<file path="src/rtl/control_flujo_fifos_if.sv">
// Threshold/empty and push/pop/flag bundle between the switch control logic and
// the FIFO occupancy tracker.
interface control_flujo_fifos_if #(
  parameter int NUM_FIFOS = 8
);
  logic                 idle_in;
  logic [2:0]           alto_in;
  logic [2:0]           bajo_in;
  logic [NUM_FIFOS-1:0] push;
  logic [NUM_FIFOS-1:0] pop;
  logic [NUM_FIFOS-1:0] empty_fifos;
  logic [NUM_FIFOS-1:0] full_fifos;
  logic [NUM_FIFOS-1:0] almost_full;
  logic [NUM_FIFOS-1:0] almost_empty;
  logic                 pausa;
  logic [NUM_FIFOS-1:0] error;
  logic                 umbral_invalido;

  modport master (
    output idle_in, alto_in, bajo_in, push, pop,
    input  empty_fifos, full_fifos, almost_full, almost_empty, pausa, error,
           umbral_invalido
  );

  modport slave (
    input  idle_in, alto_in, bajo_in, push, pop,
    output empty_fifos, full_fifos, almost_full, almost_empty, pausa, error,
           umbral_invalido
  );
endinterface

</file>
<file path="src/rtl/control_flujo_fifos.sv">
// Per-FIFO fill counters, threshold-based flags and a hysteretic pause toward
// the upstream source; thresholds are accepted only while the controller idles.
module control_flujo_fifos #(
  parameter int         NUM_FIFOS = 8,
  parameter int         DEPTH     = 8,
  parameter int         CNT_W     = 4,
  parameter logic [2:0] ALTO_RST  = 3'd6,
  parameter logic [2:0] BAJO_RST  = 3'd2
) (
  input  logic                  clk,
  input  logic                  reset,
  control_flujo_fifos_if.slave  bus
);

  typedef enum logic {NORMAL, PAUSA} estado_e;

  logic [CNT_W-1:0]     count_q [NUM_FIFOS];
  logic [CNT_W-1:0]     count_d [NUM_FIFOS];
  logic [NUM_FIFOS-1:0] error_q, error_d;
  logic [2:0]           alto_q, alto_d;
  logic [2:0]           bajo_q, bajo_d;
  logic                 umbral_q, umbral_d;
  estado_e              estado_q, estado_d;

  logic [NUM_FIFOS-1:0] empty_v, full_v, afull_v, aempty_v;
  logic                 pausa_v;

  // Flag decode from registered counts and thresholds only.
  always_comb begin
    for (int i = 0; i < NUM_FIFOS; i++) begin
      empty_v[i]  = (count_q[i] == '0);
      full_v[i]   = (count_q[i] == CNT_W'(DEPTH));
      afull_v[i]  = (count_q[i] >= CNT_W'(alto_q));
      aempty_v[i] = (count_q[i] <= CNT_W'(bajo_q));
    end
  end

  always_comb begin
    for (int i = 0; i < NUM_FIFOS; i++) begin
      // NOTE: every always_comb output gets a default first so no path leaves it unassigned (no latch).
      count_d[i] = count_q[i];
      error_d[i] = error_q[i];
      unique case ({bus.push[i], bus.pop[i]})
        2'b10: if (full_v[i])  error_d[i] = 1'b1;
               else            count_d[i] = count_q[i] + CNT_W'(1);
        2'b01: if (empty_v[i]) error_d[i] = 1'b1;
               else            count_d[i] = count_q[i] - CNT_W'(1);
        2'b11: if (empty_v[i])     count_d[i] = count_q[i] + CNT_W'(1);
               else if (full_v[i]) count_d[i] = count_q[i] - CNT_W'(1);
        default: ;
      endcase
    end
  end

  always_comb begin
    alto_d   = alto_q;
    bajo_d   = bajo_q;
    umbral_d = umbral_q;
    if (bus.idle_in) begin
      if (bus.bajo_in < bus.alto_in) begin
        alto_d   = bus.alto_in;
        bajo_d   = bus.bajo_in;
        umbral_d = 1'b0;
      end else begin
        umbral_d = 1'b1;
      end
    end
  end

  // Entering/holding PAUSA wins when a threshold change satisfies both exits.
  always_comb begin
    estado_d = estado_q;
    if (|afull_v)
      estado_d = PAUSA;
    else if (estado_q == PAUSA && &aempty_v)
      estado_d = NORMAL;
  end

  always_comb begin
    pausa_v = (estado_q == PAUSA);
  end

  always_ff @(posedge clk or negedge reset) begin
    if (!reset) begin
      // NOTE: counters are control state, not data storage, so every entry is reset.
      for (int i = 0; i < NUM_FIFOS; i++) count_q[i] <= '0;
      error_q  <= '0;
      alto_q   <= ALTO_RST;
      bajo_q   <= BAJO_RST;
      umbral_q <= 1'b0;
      estado_q <= NORMAL;
    end else begin
      // NOTE: registers use non-blocking assignment so all flops sample pre-edge values.
      for (int i = 0; i < NUM_FIFOS; i++) count_q[i] <= count_d[i];
      error_q  <= error_d;
      alto_q   <= alto_d;
      bajo_q   <= bajo_d;
      umbral_q <= umbral_d;
      estado_q <= estado_d;
    end
  end

  assign bus.empty_fifos     = empty_v;
  assign bus.full_fifos      = full_v;
  assign bus.almost_full     = afull_v;
  assign bus.almost_empty    = aempty_v;
  assign bus.pausa           = pausa_v;
  assign bus.error           = error_q;
  assign bus.umbral_invalido = umbral_q;

endmodule
</file>
<file path="src/flat_wrapper.sv">
// flat-port wrapper written by rule: the top's interface ports become plain ports
module control_flujo_fifos_flat 
#(
  parameter int         NUM_FIFOS = 8,
  parameter int         DEPTH     = 8,
  parameter int         CNT_W     = 4,
  parameter logic [2:0] ALTO_RST  = 3'd6,
  parameter logic [2:0] BAJO_RST  = 3'd2
)
  (clk, reset, bus_idle_in, bus_alto_in, bus_bajo_in, bus_push, bus_pop, bus_empty_fifos, bus_full_fifos, bus_almost_full, bus_almost_empty, bus_pausa, bus_error, bus_umbral_invalido);
  control_flujo_fifos_if #(.NUM_FIFOS(NUM_FIFOS)) bus_i ();
  input  logic clk;
  input  logic reset;
  input wire logic [$bits(bus_i.idle_in)-1:0] bus_idle_in;
  input wire logic [$bits(bus_i.alto_in)-1:0] bus_alto_in;
  input wire logic [$bits(bus_i.bajo_in)-1:0] bus_bajo_in;
  input wire logic [$bits(bus_i.push)-1:0] bus_push;
  input wire logic [$bits(bus_i.pop)-1:0] bus_pop;
  output wire logic [$bits(bus_i.empty_fifos)-1:0] bus_empty_fifos;
  output wire logic [$bits(bus_i.full_fifos)-1:0] bus_full_fifos;
  output wire logic [$bits(bus_i.almost_full)-1:0] bus_almost_full;
  output wire logic [$bits(bus_i.almost_empty)-1:0] bus_almost_empty;
  output wire logic [$bits(bus_i.pausa)-1:0] bus_pausa;
  output wire logic [$bits(bus_i.error)-1:0] bus_error;
  output wire logic [$bits(bus_i.umbral_invalido)-1:0] bus_umbral_invalido;
  assign bus_i.idle_in = bus_idle_in;
  assign bus_i.alto_in = bus_alto_in;
  assign bus_i.bajo_in = bus_bajo_in;
  assign bus_i.push = bus_push;
  assign bus_i.pop = bus_pop;
  assign bus_empty_fifos = bus_i.empty_fifos;
  assign bus_full_fifos = bus_i.full_fifos;
  assign bus_almost_full = bus_i.almost_full;
  assign bus_almost_empty = bus_i.almost_empty;
  assign bus_pausa = bus_i.pausa;
  assign bus_error = bus_i.error;
  assign bus_umbral_invalido = bus_i.umbral_invalido;
  control_flujo_fifos #(.NUM_FIFOS(NUM_FIFOS), .DEPTH(DEPTH), .CNT_W(CNT_W), .ALTO_RST(ALTO_RST), .BAJO_RST(BAJO_RST)) u_core (.clk(clk), .reset(reset), .bus(bus_i));
endmodule
</file>
<file path="config.mk">
export PLATFORM = sky130hd
export DESIGN_NAME = control_flujo_fifos_flat
export DESIGN_NICKNAME = d
export VERILOG_FILES = /design/src/rtl/control_flujo_fifos_if.sv /design/src/rtl/control_flujo_fifos.sv /design/src/flat_wrapper.sv
export SDC_FILE = /design/constraint.sdc
export NUM_CORES = 1
export LEC_CHECK = 0
export ABC_AREA = 1
export ABC_CLOCK_PERIOD_IN_PS = 3500
export CELL_PAD_IN_SITES_DETAIL_PLACEMENT = 2
export CELL_PAD_IN_SITES_GLOBAL_PLACEMENT = 2
export CORE_UTILIZATION = 35
export CTS_CLUSTER_SIZE = 10
export DETAILED_ROUTE_END_ITERATION = 6
export PLACE_DENSITY = 0.88
export RECOVER_POWER = 100
export SYNTH_ARGS = -nofsm -noshare
export SYNTH_HDL_FRONTEND = slang
export SYNTH_SLANG_ARGS = --single-unit
export TNS_END_PERCENT = 100
</file>
<file path="constraint.sdc">
create_clock -name clk -period 3.5 [get_ports clk]
set_input_delay 0.35 -clock clk [delete_from_list [all_inputs] [get_ports clk]]
set_output_delay 0.35 -clock clk [all_outputs]
set_load 0.005 [all_outputs]
</file>
[After elaboration in Yosys (flattened, before gate mapping)]
Index checks and enable logic that the tools add are counted.
Word-level totals
  bits in registers: 48
  input port bits: 25
  output and inout bits: 42
  word-level logic and storage cells: 237
Cells by class
  add/sub/neg operators: 16
  $lt $le $gt $ge: 17
  equality and inequality tests: 72
  muxes and demuxes: 67
  reduce and logical (&&, ||, !) cells: 45
Operator list (number)
  $mux W4: 32
  $pmux W4 S3: 8
  $ne A2 B2 Y1 const B: 32
  $add A4 B1 Y4 const B: 8
  $eq A2 B2 Y1 const B: 16
  $eq A4 B4 Y1 const B: 8
  $ge A4 B3 Y1: 8
  $le A4 B3 Y1: 8
  $logic_not A4 Y1: 8
  $reduce_and A4 Y1: 8
  $sub A4 B1 Y4 const B: 8
  $ne A3 B3 Y1 const B: 8
  $reduce_and A3 Y1: 8
  $reduce_bool A3 Y1: 8
  $mux W1: 19
  $reduce_bool A2 Y1: 9
  $eq A2 B1 Y1 const B: 8
  $pmux W1 S2: 8
  $reduce_and A8 Y1: 1
  $reduce_or A8 Y1: 1
  $lt A3 B3 Y1: 1
  $reduce_and A2 Y1: 1
  $logic_and A1 B1 Y1: 1

[Longest topological paths before layout]
Gate-level depths: netlist (run 1).
  depth in word-level cells: 5
  mapped depth: 13
  gate-level depth less buffers: 13

[Least setup slack after synthesis (run 1)]
Ideal clock, no wire load.
  kind: flip-flop to flip-flop
  start: register u_core.alto_q[1]
  end: register u_core.estado_q, in the netlist u_core.bus.pausa
  setup time: 117 ps
  data arrival time: 1539 ps
  data required time: 3383 ps
  slack: 1844 ps
  cell stages (with the launch flop): 11
  path buffers: 0
  period minus slack after synthesis: 1656 ps
  path through: dfstp_2 -> inv_1 -> ha_1 -> inv_1 -> nor2_1 -> o21ai_0 -> nand3_1 -> nor2_1 -> nand2_1 -> nor2_1 -> nand2_1
On the way
  cells in the longest elaborated chain, start to end: 3
  elaborated cells on any way between the ends: 11
  classes of those cells: order compare: 8; mux: 1; reduce/logical: 2
RTL lines
  start, declared: line control_flujo_fifos.sv:20  | logic [2:0] alto_q, alto_d;
  start signal, assigned: line control_flujo_fifos.sv:96  | alto_q <= alto_d;
  $ge A4 B3 Y1 *: line control_flujo_fifos.sv:33  | afull_v[i] = (count_q[i] >= CNT_W'(alto_q));
  net bus_almost_full[7]: line flat_wrapper.sv:21  | output wire logic [$bits(bus_i.almost_full)-1:0] bus_almost_full;
  $reduce_or A8 Y1 *: line control_flujo_fifos.sv:73  | if (|afull_v)
  $mux W1 or $reduce_bool A2 Y1 (tied branches)
  end signal, assigned: line control_flujo_fifos.sv:99  | estado_q <= estado_d;
  end, declared: line control_flujo_fifos.sv:23  | estado_e estado_q, estado_d;
Mark *: on every way through the listed nets, which the timed path passes. The rest lies on a longest branch.
A chain may end at the register's enable or synchronous reset.

[Final worst setup path (run 1)]
  start: register u_core.alto_q[1]
  end: output port bus_almost_full[2]
On the way
  cells in the longest elaborated chain, start to end: 1
RTL lines (line)
  $ge A4 B3 Y1: control_flujo_fifos.sv:33
  end, declared: flat_wrapper.sv:21
No other way between the ends.

==> flow_metrics.tcl, run 1 <==
set metrics [dict create \
    status "finished, violations left" \
    violated_checks "DRC, capacitance limit, slew limit" \
    io_pins 67 \
    num_rows 44 \
    routability_congestion 0.808 \
    floorplan.initialDensity_pct 36.3 \
    yosys.cell_types.count 38 \
    post_cts_resized 0 \
    dr_wl_met2_um 9410 \
    dr_total_vias 5072 \
    clkTransAtPathRegs_ns 0.07 \
    placeableCoreArea_mm2 0.0147 \
    worst-slew-pin-transition_ns 1.54 \
    dpl-instance-area_mm2 0.00617 \
    cts_num_sinks 48 \
    numPortBuffers 66 \
    synthDominantCellAreaShare_pct 23.0 \
    final-hold-violation-count 0 \
    drv_slew 27 \
    timing.slew.headroom_pct -2.47 \
    cell_taking_the_most_area_after_synthesis "sky130_fd_sc_hd__ha_1" \
    grt_pass1_vias 5892 \
    power.leakage_nw 3.22 \
    yosys_warnings 0 \
    drc 3 \
    vdd.ir_drop.worst_mv 0.330 \
    viasPerCell 5.20 \
    route.antenna.remaining_nets 0 \
    final_layout_size_suffix_gt1_share_pct 7.58 \
    design.die.area_mm2 0.0157 \
    cts-htree-levels 2 \
    min_period_over_period_pct 81.4 \
    gate_count_post_synth 724 \
    total_detailed_routing_wirelength_um 17400 \
    grt.total_usage_pct 23.5 \
    worstSetupPathType "flip-flop to output pin" \
    synth_most_common_cell "sky130_fd_sc_hd__nand2_1" \
    cts_post_setup_buffers_inserted 0 \
    clockRootBuffer "sky130_fd_sc_hd__clkbuf_16" \
    required_ns 3.15 \
    critical_path_arrival_ns 2.50 \
    met1_length_um 7120 \
    max-cap-violations 1 \
    totalPowerFinal_mw 5.10 \
    sequential_cell_area_mm2 0.00120 \
    die_y_um 125 \
    multi_input_area_mm2 0.00340 \
    fin_util_pct 42.2 \
    insertion_delay_ns 0.31 \
    layout.nets 914 \
    met3_length_um 344 \
    synth_top_cells_by_count "128 x sky130_fd_sc_hd__nand2_1, 118 x sky130_fd_sc_hd__inv_1, 98 x sky130_fd_sc_hd__ha_1" \
    synth_ff_type "sky130_fd_sc_hd__dfrtp_1" \
    final_cell_area_mm2 0.00620 \
    hold_path.class "primary input to async pin" \
    post_synth_instance_area_mm2 0.00533 \
    holdBufCountCts 0 \
    finalSetupViolCount 0 \
    synth_sequential_area_ratio_pct 22.6 \
    clock_tree_buf_depth 2 \
    cts_buffers 5 \
    drtIter0Drc 112 \
    clock-skew-final_ns 0.00530 \
    initial_antenna_violation_count 0 \
    overflow 0 \
    layout.filler_cells 1780 \
    grt_start_max_net_pins 27 \
    grt_setup_unrepaired "no" \
    synth_nets 847 \
    detail_route.first_pass.iterations 7 \
    critPathCaptureType "output pin" \
    p_r_area_growth_vs_syn_pct 16.3 \
    most_area_consuming_cells_after_synthesis "sky130_fd_sc_hd__ha_1 23%, sky130_fd_sc_hd__dfrtp_1 21%, sky130_fd_sc_hd__nand2_1 9.0%" \
    wl_per_cell_um 17.8 \
    synthArstFlopShare_pct 100 \
    detailed_place_hpwl_um 13900 \
    critPathLaunchType "flip-flop" \
    achievable-frequency_mhz 351 \
    die-width_um 125 \
    fin_tns_setup_ns 0 \
    cellPowerDensity_mw_per_mm2 822 \
    routed.top_layer "met4" \
    ys_ff_latch 48 \
    grt_first_pass_wirelength_um 29300 \
    post_synth.cell_area_avg_um2 7.37 \
    synth-edff-count 0 \
    tritoncts "yes" \
    diodes 0 \
    timing.critical_path.fanout_max 9 \
    finalCriticalPeriod_ns 2.85 \
]
report_power, final:
group	switching [mW]	total [mW]	internal, mW
clock	0.254	0.591	0.337
sequential	0.397	1.15	0.750
combinational	1.97	3.36	1.39
final timing paths:
kind                                                 start                              end  slack [ns]  cells past startpoint
min in group clk           u_core.bus.error[4]$_DFFE_PN0P_  u_core.bus.error[4]$_DFFE_PN0P_        0.47                      1
setup reg to reg             u_core.count_q[0]$_DFFE_PN0P_    u_core.count_q[2]$_DFFE_PN0P_        1.23                      7
hold reg to reg            u_core.bus.error[4]$_DFFE_PN0P_  u_core.bus.error[4]$_DFFE_PN0P_        0.47                      1
hold / removal                                       reset   u_core.count_q[30]$_DFFE_PN0P_        0.40                      1
max in group asynchronous                            reset   u_core.count_q[16]$_DFFE_PN0P_        1.09                      2
setup / recovery              u_core.alto_q[1]$_DFFE_PN1P_               bus_almost_full[2]        0.65                      7
metal layers:
metal  vias to the layer above  GRT usage [%]
li1                       2445              -
met1                      2504           25.7
met2                        82           45.1
met3                        41           2.82
met4                         0           10.3
met5                         -              0
stage by stage:
stage / hold WS, ns / setup slack (ns) / cells
6_report: 0.403 / 0.651 / 976
4_1_cts: 0.0790 / 0.756 / 976
2_1_floorplan: 0.0544 / 1.84 / 724
3_5_place_dp: 0.417 / 1.09 / 968
5_1_grt: 0.484 / 0.502 / 976
3_3_place_gp: 0.421 / 1.15 / 968
cells by family after synthesis:
| kind of cell | after synthesis | synth area share, % |
|---|---|---|
| flip-flops | 48 | 22.6 |
| AND/OR/NAND/NOR | 283 | 25.1 |
| adder cells (fa/ha/maj) | 98 | 23.0 |
| buffers and inverters | 152 | 11.3 |
| AO/OA/AOI/OAI | 120 | 14.2 |
| XOR/XNOR | 23 | 3.78 |
worst max-delay path, cell delays in order, from the launching register on:
cell and delay (ns):
sky130_fd_sc_hd__dfstp_2 0.52, sky130_fd_sc_hd__inv_1 0.19, sky130_fd_sc_hd__ha_1 0.39, sky130_fd_sc_hd__inv_1 0.06, sky130_fd_sc_hd__nor2_1 0.03, sky130_fd_sc_hd__o21ai_0 0.15, sky130_fd_sc_hd__nand3_1 0.20, sky130_fd_sc_hd__dlygate4sd3_1 0.64
sequential cells by signal, summed over array words and instances, names as in the netlist:
| signal | flops |
|---|---|
| u_core.count_q | 32 |
| u_core.bus.error | 8 |
| u_core.alto_q | 3 |
| u_core.bajo_q | 3 |
| u_core.bus.pausa | 1 |
| u_core.bus.umbral_invalido | 1 |
cell usage in the layout (no fill, tap or decap), drive strengths merged:
cell	Yosys	final
xor2	15	15
nand2	141	141
clkinv	0	5
nand4	2	2
dlygate4sd3	0	34
a21boi	1	1
o211ai	12	12
a21oi	15	15
or2	2	2
o21a	1	1
o21ai	69	69
o21bai	8	8
nand3	52	52
a21o	2	2
nor2	81	81
dfstp	3	3
o22ai	8	8
ha	98	98
nor3	5	5
clkbuf	0	7
dfrtp	45	45
xnor2	8	8
clkdlybuf4s50	0	31
clkinvlp	0	2
bufinv	0	1
inv	145	140
a31oi	1	1
a31o	3	3
cell type report:
| type | instances | share of cell area [%] |
|---|---|---|
| Timing Repair Buffer | 67 | 10.6 |
| Tap cell | 184 | 3.71 |
| Inverter | 145 | 8.79 |
| Clock inverter | 3 | 0.686 |
| Clock buffer | 5 | 2.02 |
| Sequential cell | 48 | 19.4 |
| Multi-Input combinational cell | 524 | 54.8 |
Power figures use the tool's default switching activity.
==> run 2, diff against run 1 <==
ABC_CLOCK_PERIOD_IN_PS = 2600   (was 3500)
CORE_UTILIZATION = 30   (was 35)
PLACE_DENSITY = 0.8   (was 0.88)
clock period = 2.6 ns   (was 3.5 ns; I/O delays follow)
==> flow_metrics.tcl, run 2 (synthesized netlist as in run 1, its figures left out) <==
set metrics [dict create \
    timing.slew.headroom_pct -5.03 \
    ff2ff_setup_slack_ns 0.37 \
    leading_cell_type_in_the_layout_fill_and_taps_excluded "sky130_fd_sc_hd__nand2_1" \
    reg2reg_from "u_core.alto_q[1]$_DFFE_PN1P_" \
    p_r_area_growth_vs_syn_pct 20.5 \
    grt_start_max_net_pins 27 \
    power.leakage_nw 3.28 \
    worst_path_max_delay_cell "sky130_fd_sc_hd__dfstp_2" \
    insertion_delay_ns 0.31 \
    detailed_place_hpwl_um 13800 \
    clock-skew-final_ns 0.00989 \
    layout_common_cells "132 x sky130_fd_sc_hd__nand2_1, 117 x sky130_fd_sc_hd__inv_1, 95 x sky130_fd_sc_hd__ha_1" \
    largest_register_ffs 32 \
    worst_r2r_path_depth 11 \
    critPathCaptureType "output pin" \
    critPathMostFrequentCell "sky130_fd_sc_hd__nand2_1" \
    die_y_um 135 \
    drc 0 \
    required_ns 2.34 \
    floorplan.initialDensity_pct 30.7 \
    finalCriticalPeriod_ns 2.67 \
    detail_route.first_pass.iterations 4 \
    cts-htree-levels 2 \
    max-cap-violations 1 \
    holdBufCountCts 0 \
    setup_slack_ns -0.0661 \
    io_pins 67 \
    dr_total_vias 5117 \
    overflow 0 \
    fin_tns_setup_ns -0.0811 \
    clockRootBuffer "sky130_fd_sc_hd__clkbuf_16" \
    hold_path.class "primary input to async pin" \
    initial_antenna_violation_count 0 \
    route.antenna.remaining_nets 0 \
    layout.filler_cells 2048 \
    achievable-frequency_mhz 375 \
    cts_num_sinks 48 \
    critical_path_arrival_ns 2.41 \
    final_layout_size_suffix_gt1_share_pct 10.3 \
    status "finished, violations left" \
    tritoncts "yes" \
    layout.nets 927 \
    cp_num_buf_inv 2 \
    worstSetupPathType "flip-flop to output pin" \
    drv_slew 24 \
    critPathMaxStageDelay_ns 0.60 \
    viasPerCell 4.97 \
    grt_first_pass_wirelength_um 28000 \
    grt_setup_unrepaired "yes" \
    diodes 0 \
    critPathLaunchType "flip-flop" \
    violated_checks "capacitance limit, slew limit, setup timing" \
    r2r-end "u_core.bus.pausa$_DFFE_PN0P_" \
    drtIter0Drc 112 \
    worst_path_dominant_cell_family "buffers and inverters" \
    regMostFlops "u_core.count_q" \
    grt.total_usage_pct 19.4 \
    routability_congestion 0.789 \
    timing.critical_path.fanout_max 5 \
    vdd.ir_drop.worst_mv 0.466 \
    total_detailed_routing_wirelength_um 17400 \
    die-width_um 135 \
    clkTransAtPathRegs_ns 0.08 \
    finalSetupViolCount 3 \
    placeableCoreArea_mm2 0.0174 \
    cellPowerDensity_mw_per_mm2 1110 \
    num_rows 48 \
    design.die.area_mm2 0.0183 \
    min_period_over_period_pct 103 \
    wl_per_cell_um 16.9 \
    totalPowerFinal_mw 7.11 \
    numPortBuffers 66 \
    final-hold-violation-count 0 \
    crit_path_cell_trace "clkinvlp_4 > ha_1 > nand2_1 > nand2_1 > nand2_1 > nand2_1 > nand2_1 > clkdlybuf4s50_1" \
    grt_pass1_vias 5805 \
    cts_buffers 5 \
    worst-slew-pin-transition_ns 1.58 \
    clock_tree_buf_depth 2 \
]
run 2: changes by cell type in the layout (fill, tap and decap cells not counted), sizes merged:
cell           previous run  this run
inv                     140       137
dlymetal6s2s              0         3
buf                       0        10
clkdlybuf4s50            31        44
clkinvlp                  2         5
clkbuf                    7        10
dlygate4sd3              34        18
run 2: worst reg2reg max path, stage by stage (launching register included):
cell and delay [ns]:
sky130_fd_sc_hd__dfstp_2 0.52, sky130_fd_sc_hd__inv_1 0.17, sky130_fd_sc_hd__ha_1 0.38, sky130_fd_sc_hd__inv_1 0.08, sky130_fd_sc_hd__nor2_1 0.05, sky130_fd_sc_hd__o21ai_0 0.15, sky130_fd_sc_hd__nand3_1 0.18, sky130_fd_sc_hd__buf_4 0.19
sky130_fd_sc_hd__nor2_1 0.10, sky130_fd_sc_hd__nand2_1 0.09, sky130_fd_sc_hd__nor2_1 0.14, sky130_fd_sc_hd__nand2_1 0.07
run 2: where the power goes:
group / total, mW / leakage (nW) / switching, mW / internal [mW]
sequential: 1.57 / 0.552 / 0.555 / 1.01
clock: 0.822 / 0.0871 / 0.339 / 0.484
combinational: 4.72 / 2.64 / 2.67 / 2.05
total: 7.11 / 3.28 / 3.56 / 3.54
run 2: final cells by class:
| cell class | instances | area [um2] | share of cell area (%) |
|---|---|---|---|
| Multi-Input combinational cell | 524 | 3450 | 53.7 |
| Tap cell | 225 | 282 | 4.38 |
| Clock inverter | 2 | 38.8 | 0.604 |
| Timing Repair Buffer | 79 | 749 | 11.7 |
| Clock buffer | 6 | 139 | 2.16 |
| Sequential cell | 48 | 1200 | 18.8 |
| Timing Repair inverter | 1 | 7.51 | 0.117 |
| Inverter | 145 | 557 | 8.67 |
run 2: timing repair:
item	in CTS	in global routing
buffers inserted	2	9
pin swaps	2	0
hold endpoints to repair	0	0
endpoints found under the setup margin	2	12
cloned	0	1
resized for setup	0	15
run 2: worst max path at each step:
stage | endpoint | startpoint | slack [ns] | cells past startpoint
3_3_place_gp | bus_almost_full[0] | u_core.alto_q[2]$_DFFE_PN1P_ | 0.39 | 7
6_report | bus_almost_empty[7] | u_core.bajo_q[1]$_DFFE_PN1P_ | -0.07 | 8
4_1_cts | bus_almost_full[5] | u_core.alto_q[1]$_DFFE_PN1P_ | 0.001 | 7
2_1_floorplan | u_core.bus.pausa$_DFFE_PN0P_ | u_core.alto_q[1]$_DFFE_PN1P_ | 0.94 | 10
3_5_place_dp | bus_almost_full[0] | u_core.alto_q[2]$_DFFE_PN1P_ | 0.30 | 7
5_1_grt | bus_almost_full[5] | u_core.alto_q[1]$_DFFE_PN1P_ | -0.15 | 7
run 2: per-stage QoR:
| step | utilization [%] | instance area, um2 | hold WS, ns | instances | worst slack, ns |
|---|---|---|---|---|---|
| 6_report | 37.0 | 6420 | 0.328 | 1030 | -0.0661 |
| 5_1_grt | 37.0 | 6420 | 0.428 | 1030 | -0.146 |
| 4_1_cts | 37.1 | 6440 | 0.00963 | 1020 | 0.00125 |
| 3_5_place_dp | 36.0 | 6240 | 0.335 | 1010 | 0.300 |
| 3_3_place_gp | 36.0 | 6240 | 0.329 | 1010 | 0.392 |
| 2_1_floorplan | - | 5330 | -0.0356 | 724 | 0.944 |
run 2: layer usage:
layer  vias to the layer above  track usage [%]  routed length [um]
met5                         -                0                   0
met4                         0             4.81                 277
met3                        22             3.03                 441
met2                        70             37.8                9310
met1                      2548             21.5                7360
li1                       2477                -                   -
